==> config.mk <==
export PLATFORM = sky130hd
export DESIGN_NAME = ttl_rr_arbiter_flat
export DESIGN_NICKNAME = d
export VERILOG_FILES = /design/src/rtl/ttl_rr_arbiter_if.sv /design/src/rtl/ttl_rr_arbiter.sv /design/src/flat_wrapper.sv
export SDC_FILE = /design/constraint.sdc
export NUM_CORES = 1
export LEC_CHECK = 0
export CAP_MARGIN = 20
export CORE_ASPECT_RATIO = 1.75
export CORE_MARGIN = 5
export CORE_UTILIZATION = 35
export DETAILED_ROUTE_END_ITERATION = 7
export SLEW_MARGIN = 20
export SYNTH_ARGS = -nofsm -noshare
export SYNTH_HDL_FRONTEND = slang
export SYNTH_SLANG_ARGS = --single-unit
export TNS_END_PERCENT = 50
==> constraint.sdc <==
create_clock -name Clk -period 11 [get_ports Clk]
set_clock_uncertainty 0.1 [all_clocks]
set_input_delay 1.65 -clock Clk [delete_from_list [all_inputs] [get_ports Clk]]
set_output_delay 1.65 -clock Clk [all_outputs]
set_load 0.03 [all_outputs]
==> src/rtl/ttl_rr_arbiter_if.sv <==
// Request/grant bundle between the requesters and the round-robin arbiter
// that fronts the shared gate.
interface ttl_rr_arbiter_if #(
  parameter int WIDTH_IN    = 8,
  parameter int WIDTH_INDEX = 3
);
  logic [WIDTH_IN-1:0]    Req;
  logic                   Done;
  logic [WIDTH_IN-1:0]    Grant;
  logic [WIDTH_INDEX-1:0] Grant_index;
  logic                   Busy;
  logic                   Timeout;

  // Requester side drives requests and the release strobe.
  modport master (
    output Req,
    output Done,
    input  Grant,
    input  Grant_index,
    input  Busy,
    input  Timeout
  );

  // Arbiter side.
  modport slave (
    input  Req,
    input  Done,
    output Grant,
    output Grant_index,
    output Busy,
    output Timeout
  );
endinterface

==> src/rtl/ttl_rr_arbiter.sv <==
// Round-robin arbiter sharing one wide gate among WIDTH_IN requesters, with
// grant locking, hold-time limit and registered outputs.
module ttl_rr_arbiter #(
  parameter int WIDTH_IN    = 8,
  parameter int WIDTH_INDEX = 3,
  parameter int MAX_HOLD    = 15,
  parameter int DELAY_RISE  = 0,
  parameter int DELAY_FALL  = 0
) (
  input  logic             Clk,
  input  logic             Clear_bar,
  ttl_rr_arbiter_if.slave  bus
);

  localparam int HOLD_W = 8;
  localparam int CAND_W = WIDTH_INDEX + 1;

  // Parameter sanity; delays are transport annotations only and carry no logic.
  if (WIDTH_IN < 2 || WIDTH_IN > 16) begin : g_bad_width
    $error("ttl_rr_arbiter: WIDTH_IN must be in 2..16");
  end
  if ((1 << WIDTH_INDEX) < WIDTH_IN) begin : g_bad_index
    $error("ttl_rr_arbiter: WIDTH_INDEX too narrow for WIDTH_IN");
  end
  if (MAX_HOLD < 1 || MAX_HOLD > 255) begin : g_bad_hold
    $error("ttl_rr_arbiter: MAX_HOLD must be in 1..255");
  end
  if (DELAY_RISE < 0 || DELAY_FALL < 0) begin : g_bad_delay
    $error("ttl_rr_arbiter: output delays must be non-negative");
  end

  typedef enum logic [0:0] {
    IDLE  = 1'b0,
    GRANT = 1'b1
  } state_t;

  state_t                 state_q, state_d;
  logic [WIDTH_IN-1:0]    grant_q, grant_d;
  logic [WIDTH_INDEX-1:0] idx_q, idx_d;
  logic [WIDTH_INDEX-1:0] last_q, last_d;
  logic [HOLD_W-1:0]      hold_q, hold_d;
  logic                   busy_q, busy_d;
  logic                   tmo_q, tmo_d;

  logic                   pick_vld;
  logic [WIDTH_INDEX-1:0] pick_idx;
  logic [CAND_W-1:0]      cand;

  logic                   rel_done;
  logic                   rel_drop;
  logic                   rel_tmo;

  // Rotating-priority search: first set request at last+1, last+2, ... mod WIDTH_IN.
  always_comb begin
    pick_vld = 1'b0;
    pick_idx = '0;
    cand     = '0;
    for (int i = 1; i <= WIDTH_IN; i++) begin
      cand = {1'b0, last_q} + CAND_W'(i);
      if (cand >= CAND_W'(WIDTH_IN)) begin
        cand = cand - CAND_W'(WIDTH_IN);
      end
      if (!pick_vld && bus.Req[cand[WIDTH_INDEX-1:0]]) begin
        pick_vld = 1'b1;
        pick_idx = cand[WIDTH_INDEX-1:0];
      end
    end
  end

  assign rel_done = bus.Done;
  assign rel_drop = !bus.Req[idx_q];
  assign rel_tmo  = (hold_q == HOLD_W'(MAX_HOLD - 1));

  always_comb begin
    state_d = state_q;
    grant_d = grant_q;
    idx_d   = idx_q;
    last_d  = last_q;
    hold_d  = hold_q;
    busy_d  = busy_q;
    tmo_d   = 1'b0;
    unique case (state_q)
      IDLE: begin
        if (pick_vld) begin
          grant_d = {{(WIDTH_IN-1){1'b0}}, 1'b1} << pick_idx;
          idx_d   = pick_idx;
          hold_d  = '0;
          busy_d  = 1'b1;
          state_d = GRANT;
        end
      end
      GRANT: begin
        if (rel_done || rel_drop || rel_tmo) begin
          grant_d = '0;
          busy_d  = 1'b0;
          last_d  = idx_q;
          state_d = IDLE;
          // Timeout flags only a release forced purely by the hold limit.
          tmo_d   = rel_tmo && !rel_done && !rel_drop;
        end else if (hold_q != {HOLD_W{1'b1}}) begin
          hold_d  = hold_q + HOLD_W'(1);
        end
      end
      default: state_d = IDLE;
    endcase
  end

  always_ff @(posedge Clk or negedge Clear_bar) begin
    if (!Clear_bar) begin
      state_q <= IDLE;
      grant_q <= '0;
      idx_q   <= '0;
      last_q  <= WIDTH_INDEX'(WIDTH_IN - 1);
      hold_q  <= '0;
      busy_q  <= 1'b0;
      tmo_q   <= 1'b0;
    end else begin
      state_q <= state_d;
      grant_q <= grant_d;
      idx_q   <= idx_d;
      last_q  <= last_d;
      hold_q  <= hold_d;
      busy_q  <= busy_d;
      tmo_q   <= tmo_d;
    end
  end

  assign bus.Grant       = grant_q;
  assign bus.Grant_index = idx_q;
  assign bus.Busy        = busy_q;
  assign bus.Timeout     = tmo_q;

endmodule

==> src/flat_wrapper.sv <==
// flat-port wrapper written by rule: the top's interface ports become plain ports
module ttl_rr_arbiter_flat 
#(
  parameter int WIDTH_IN    = 8,
  parameter int WIDTH_INDEX = 3,
  parameter int MAX_HOLD    = 15,
  parameter int DELAY_RISE  = 0,
  parameter int DELAY_FALL  = 0
)
  (Clk, Clear_bar, bus_Req, bus_Done, bus_Grant, bus_Grant_index, bus_Busy, bus_Timeout);
  ttl_rr_arbiter_if #(.WIDTH_IN(WIDTH_IN), .WIDTH_INDEX(WIDTH_INDEX)) bus_i ();
  input  logic Clk;
  input  logic Clear_bar;
  input wire logic [$bits(bus_i.Req)-1:0] bus_Req;
  input wire logic [$bits(bus_i.Done)-1:0] bus_Done;
  output wire logic [$bits(bus_i.Grant)-1:0] bus_Grant;
  output wire logic [$bits(bus_i.Grant_index)-1:0] bus_Grant_index;
  output wire logic [$bits(bus_i.Busy)-1:0] bus_Busy;
  output wire logic [$bits(bus_i.Timeout)-1:0] bus_Timeout;
  assign bus_i.Req = bus_Req;
  assign bus_i.Done = bus_Done;
  assign bus_Grant = bus_i.Grant;
  assign bus_Grant_index = bus_i.Grant_index;
  assign bus_Busy = bus_i.Busy;
  assign bus_Timeout = bus_i.Timeout;
  ttl_rr_arbiter #(.WIDTH_IN(WIDTH_IN), .WIDTH_INDEX(WIDTH_INDEX), .MAX_HOLD(MAX_HOLD), .DELAY_RISE(DELAY_RISE), .DELAY_FALL(DELAY_FALL)) u_core (.Clk(Clk), .Clear_bar(Clear_bar), .bus(bus_i));
endmodule
==> run metrics, run 1 <==
worst setup path startpoint=bus_Req[7]; starting density of the core=36.3%; wire length per cell=18.3 um; pre-CTS worst setup slack=6.11 ns; max-slew violation total from the final report=0; First DRT Iteration DRCs=154; Pwr per Cell Area=about 350 nW/um2; synthesis-stage register bit count=25; post-synthesis sequential area ratio=29.3%; maximum number of pins on one net before global-route repair=26; CTS-repair resized insts=0; overall die height=114 um; largest driver fanout on the critical path=15; final global-route overflow total=0; max_slew headroom=a little over two fifths; number of global-route vias before repair=1920; cts bufs inserted=3; CTS tree=done; CP Data Arrival Time=4.69 ns; hold-fix buffer count after cts=0; count of input and output buffers=23; nature of the critical path startpoint=primary input; total of warnings raised by yosys=0; post-route worst hold slack=0.392 ns; via count normalized by instance count=6.03; total number of nets in the final design=253; final worst slack=6.38 ns; final core utilization=between 40% and 50%; setup repair after global routing missed its margin=false; DPL Wire Length=4530 um; layout filler cell count=between 600 and 700; CTS Root Buffer Type=sky130_fd_sc_hd__clkbuf_8; global-route wire length before repair=9330 um; Crit Path Class=in -> reg; fraction of layout cells with a size suffix above 1=between 10% and 20%; worst hold path startpoint=u_core.bus.Busy; FF-to-FF setup slack=approximately 6.6 ns; number of enable flip-flop cells after synthesis=0; Cell variety after synth=57; Synth Instances=218; number of nets produced by synthesis=233; total vias in the final route=1900; peak supply drop=0.153 mV; Avg Inst Size Synth=9.85 um2; count of TritonRoute iterations in the first routing pass=5; Die ar.=about 7900 um2; clock sink total=25; transition time at the pin with the least slew margin=0.844 ns; number of I/O pins=24; Min-Delay Path Class=reg -> reg; max-cap violation count=0; top library cells by usage in the layout, fill and taps aside=22 x sky130_fd_sc_hd__clkdlybuf4s50_1, 22 x sky130_fd_sc_hd__dfrtp_1, 19 x sky130_fd_sc_hd__nand2_1; leading register cell type out of synthesis=sky130_fd_sc_hd__dfrtp_1; leakage power summed over all cells=0.943 nW; CTS H-tree depth=1; # rows=37; Floorplan Core Area=5930 um2; total setup buffers inserted after CTS=0; post-detailed-routing wire length=around 5800 um; Chip Width=~69 um; critical path data required time=11.08 ns; weighted congestion reported at the end of routability-driven placement=0.936; Synth Cell Area=2150 um2; run status=finished, final reports clean; final clock period utilization by the worst path=42.0%; post-detailed-route DRC marker count=0; area delta synth->final=15.1%; antenna violations before repair=0; final count of negative-setup-slack endpoints=0; post-layout min period=between 4 and 5 ns; beginning of the worst register-to-register path=u_core.last_q[0]; Max Root-Sink Buffers=2; async set or reset register ratio after synthesis=100%; clock slew seen by the registers of the worst setup and hold paths=about 0.08 ns; total negative setup slack=0 ns; number of antenna repair diodes=0; Max Clock Freq=around 0.22 GHz; Clock Latency Late Sink=0.27 ns; overall fraction of global-route tracks in use=around 15%; category of the worst setup path capture point=register; Final Hold Vio Count=0; antenna viol nets, final=0; total power=0.864 mW
[cells in the mapped netlist (all sizes together), types with 2 or more instances]
cell,number,share of area (%)
a211o,5,2.0
a211oi,2,0.70
a21boi,3,1.0
a21oi,6,1.4
a22o,2,0.82
a22oi,2,0.70
a31oi,3,0.87
a41oi,2,0.82
and2,3,0.87
and3,2,0.58
and4b,2,0.93
buf,6,1.8
clkbuf,3,0.58
dfrtp,22,26
dfstp,3,3.7
ha,4,2.3
inv,15,2.6
mux2,10,5.2
mux2i,10,4.7
mux4,12,13
nand2,19,3.3
nand2b,10,2.9
nand3,4,0.93
nand4,2,0.58
nor2,7,1.2
nor2b,4,1.2
nor3,5,1.2
o211ai,2,0.70
o21ai,11,2.6
o31ai,3,1.0
o32ai,9,3.7
or3,2,0.82
xnor2,2,0.82
xor2,3,1.2
[state kept, by name, indices dropped and copies added, names as in the netlist]
name / count
u_core.last_q: 3
u_core.hold_q: 8
u_core.bus.Busy: 1
u_core.bus.Grant: 8
u_core.bus.Timeout: 1
u_core.bus.Grant_index: 3
u_core.state_q: 1
[cell type report]
class	count	area [um2]	share of cell area [%]
Clock buffer	4	45.0	1.82
Inverter	15	56.3	2.28
Multi-Input combinational cell	169	1410	57.1
Sequential cell	25	629	25.5
Tap cell	78	97.6	3.95
Timing Repair Buffer	24	233	9.41
[report_power, final]
| group | internal [mW] | switching [mW] | total, mW | leakage [nW] |
|---|---|---|---|---|
| Clock | 0.0259 | 0.0276 | 0.0535 | 0.0228 |
| Combinational | 0.268 | 0.364 | 0.632 | 0.598 |
| Sequential | 0.123 | 0.0550 | 0.178 | 0.323 |
| Total | 0.417 | 0.447 | 0.864 | 0.943 |
[logic make-up after synthesis]
| logic type | Yosys count | share of synthesized area (%) |
|---|---|---|
| AOI/OAI and AO/OA | 65 | 23.2 |
| and+or+nand+nor | 63 | 15.7 |
| muxes | 32 | 22.5 |
| DFF | 25 | 29.3 |
| buffers and inverters | 24 | 5.01 |
| xor gates and xnor gates | 5 | 2.04 |
| adders and majority gates | 4 | 2.33 |
[final timing paths]
path / end / depth (start not counted)
hold reg to reg: u_core.bus.Busy / 2
min in group asynchronous: u_core.bus.Busy / 1
setup / recovery: u_core.bus.Grant[5] / 8
max in group asynchronous: u_core.last_q[2] / 1
hold / removal: u_core.bus.Busy / 2
setup reg to reg: u_core.bus.Grant[5] / 9
[stage by stage]
step	area, um2	std cells
after floorplan	2150	218
after global placement	2430	311
after detailed placement	2430	311
after CTS	2470	315
after global routing	2470	315
final	2470	315
[routing by layer]
metal	routed length [um]	GRT usage [%]
met1	2030	14.0
met2	3290	28.7
met3	144	1.32
met4	289	9.65
met5	0	0
[critical path, cell delays in order]
cell                              delay [ns]
sky130_fd_sc_hd__clkdlybuf4s50_1        0.52
sky130_fd_sc_hd__mux4_2                 0.56
sky130_fd_sc_hd__or2_1                  0.27
sky130_fd_sc_hd__or3_4                  0.38
sky130_fd_sc_hd__a2111o_1               0.47
sky130_fd_sc_hd__nand2_1                0.37
sky130_fd_sc_hd__nand2_1                0.29
sky130_fd_sc_hd__o32ai_1                0.18
Power figures use the tool's default switching activity.
==> inputs of run 2 (changes only) <==
clock period = 4 ns   (was 11 ns; I/O delays follow)
==> run metrics, run 2 (same netlist as run 1, synthesis figures left out) <==
total number of nets in the final design=257 (+1.6%); Min-Delay Path Class=in -> async; CTS-repair resized insts=0 (unchanged); weighted congestion reported at the end of routability-driven placement=0.874 (-6.6%); fraction of layout cells with a size suffix above 1=15.8% (+1.4 points); number of I/O pins=24 (unchanged); number of antenna repair diodes=0 (unchanged); Clock Latency Late Sink=0.26 ns (about the same); Die ar.=7870 um2 (unchanged); antenna viol nets, final=0 (unchanged); area delta synth->final=16.5%; antenna violations before repair=0 (unchanged); met3 usage=1.06% (-0.26 points); hold-fix buffer count after cts=0 (unchanged); clock sink total=25 (unchanged); CTS Root Buffer Type=sky130_fd_sc_hd__clkbuf_8; total placed cells including tap cells=315 (+1.3%); final clock period utilization by the worst path=a little over nine tenths; overall die height=114 um (unchanged); clock slew seen by the registers of the worst setup and hold paths=0.08 ns (about the same); total vias in the final route=1873 (-1.4%); most heavily used metal layer in global routing=met2; non-filler cells, final=319 (+1.3%); First DRT Iteration DRCs=174 (+13%); max-slew violation total from the final report=0 (unchanged); setup repair after global routing missed its margin=false; met2 demand-to-capacity share in global routing=28.2% (-0.51 points); run status=finished, final reports clean; count of TritonRoute iterations in the first routing pass=4 (-1); category of the worst setup path capture point=register; layout filler cell count=652 (+2.5%); wire length per cell=17.7 um (-3.1%); worst setup path startpoint=u_core.last_q[1]; cell count of the worst reg-to-reg path=9 (unchanged); Max Clock Freq=0.265 GHz; max-cap violation count=0 (unchanged); maximum number of pins on one net before global-route repair=26 (unchanged); post-detailed-routing wire length=5640 um (-1.9%); leakage power summed over all cells=0.963 nW (+2.1%); Floorplan Core Area=5930 um2 (unchanged); Final Hold Vio Count=0 (unchanged); total setup buffers inserted after CTS=0 (unchanged); DPL Wire Length=4540 um (+0.36%); Chip Width=69.2 um (unchanged); via count normalized by instance count=5.87 (-2.7%); post-detailed-route DRC marker count=0 (unchanged); global-route wire length before repair=9190 um (-1.5%); top library cells by usage in the layout, fill and taps aside=22 x sky130_fd_sc_hd__clkdlybuf4s50_1, 22 x sky130_fd_sc_hd__dfrtp_1, 19 x sky130_fd_sc_hd__nand2_1; number of global-route vias before repair=1913 (-0.36%); CP Data Arrival Time=3.83 ns (-0.86 ns); transition time at the pin with the least slew margin=0.779 ns (-0.0655 ns); starting density of the core=36.3% (unchanged); cts bufs inserted=3 (unchanged); overall fraction of global-route tracks in use=14.4% (-0.22 points); max_slew headroom=47.9% (+4.4 points); post-layout min period=3.77 ns; Crit Path Class=reg -> reg; CTS tree=done; final count of negative-setup-slack endpoints=0 (unchanged); met1 GRT Util=13.8% (-0.17 points); peak supply drop=0.331 mV (+120%); Pwr per Cell Area=955 nW/um2 (+170%); CTS H-tree depth=1 (unchanged); total negative setup slack=0 ns (unchanged); Max Root-Sink Buffers=2 (unchanged); largest driver fanout on the critical path=11 (-4); critical path data required time=4.06 ns (-7.02 ns); final global-route overflow total=0 (unchanged); # rows=37 (unchanged); count of input and output buffers=23 (unchanged); nature of the critical path startpoint=register; beginning of the worst register-to-register path=u_core.last_q[1]
[run 2: changes by cell type in the layout (fill, tap and decap cells not counted), sizes merged]
cell,change
buf,+4
[run 2: layer usage]
metal	vias up	share of wire, %
li1	895	-
met1	914	35
met2	41	58
met3	23	1.7
met4	0	6.1
met5	-	0
[run 2: metrics by stage]
stage               setup WS [ns]  power [mW]  hold slack, ns  util, %  instance area [um2]
floorplan                   0.482        1.79           0.204        -                 2150
global placement            0.265        2.23           0.372     41.6                 2460
detailed placement          0.264        2.24           0.380     41.5                 2460
CTS                         0.240        2.39           0.229     42.2                 2500
global route               0.0175        2.59           0.261     42.2                 2500
finish                      0.229        2.39           0.212     42.2                 2500
[run 2: power by group]
group	leakage, nW	internal, mW	switching, mW	total [mW]
Clock	0.0228	0.0711	0.0744	0.146
Combinational	0.617	0.765	1.05	1.81
Sequential	0.323	0.337	0.0958	0.433
[run 2: final timing paths]
path	slack [ns]	to
max	0.23	u_core.bus.Grant[4]
min	0.21	u_core.bus.Busy
min in group Clk	0.39	u_core.bus.Busy
max reg2reg	0.23	u_core.bus.Grant[4]
max in group asynchronous	3.21	u_core.bus.Grant[1]
min reg2reg	0.39	u_core.bus.Busy
[run 2: cell type report]
type	instances	area, um2	share of cell area [%]
multi-input combinational	169	1410	56.4
sequential	25	629	25.2
timing repair buffer	28	263	10.5
clock buffer	4	45.0	1.80
inverter	15	56.3	2.25
tap	78	97.6	3.90
[run 2: worst max-delay path: stages, from the launching register on]
cell                       delay [ns]
sky130_fd_sc_hd__dfstp_2         0.53
sky130_fd_sc_hd__inv_1           0.07
sky130_fd_sc_hd__ha_1            0.56
sky130_fd_sc_hd__mux2_2          0.43
sky130_fd_sc_hd__a222oi_1        0.44
sky130_fd_sc_hd__nand4b_1        0.35
sky130_fd_sc_hd__a211o_1         0.41
sky130_fd_sc_hd__o21a_1          0.15
sky130_fd_sc_hd__a211o_1         0.37
sky130_fd_sc_hd__o32ai_1         0.26
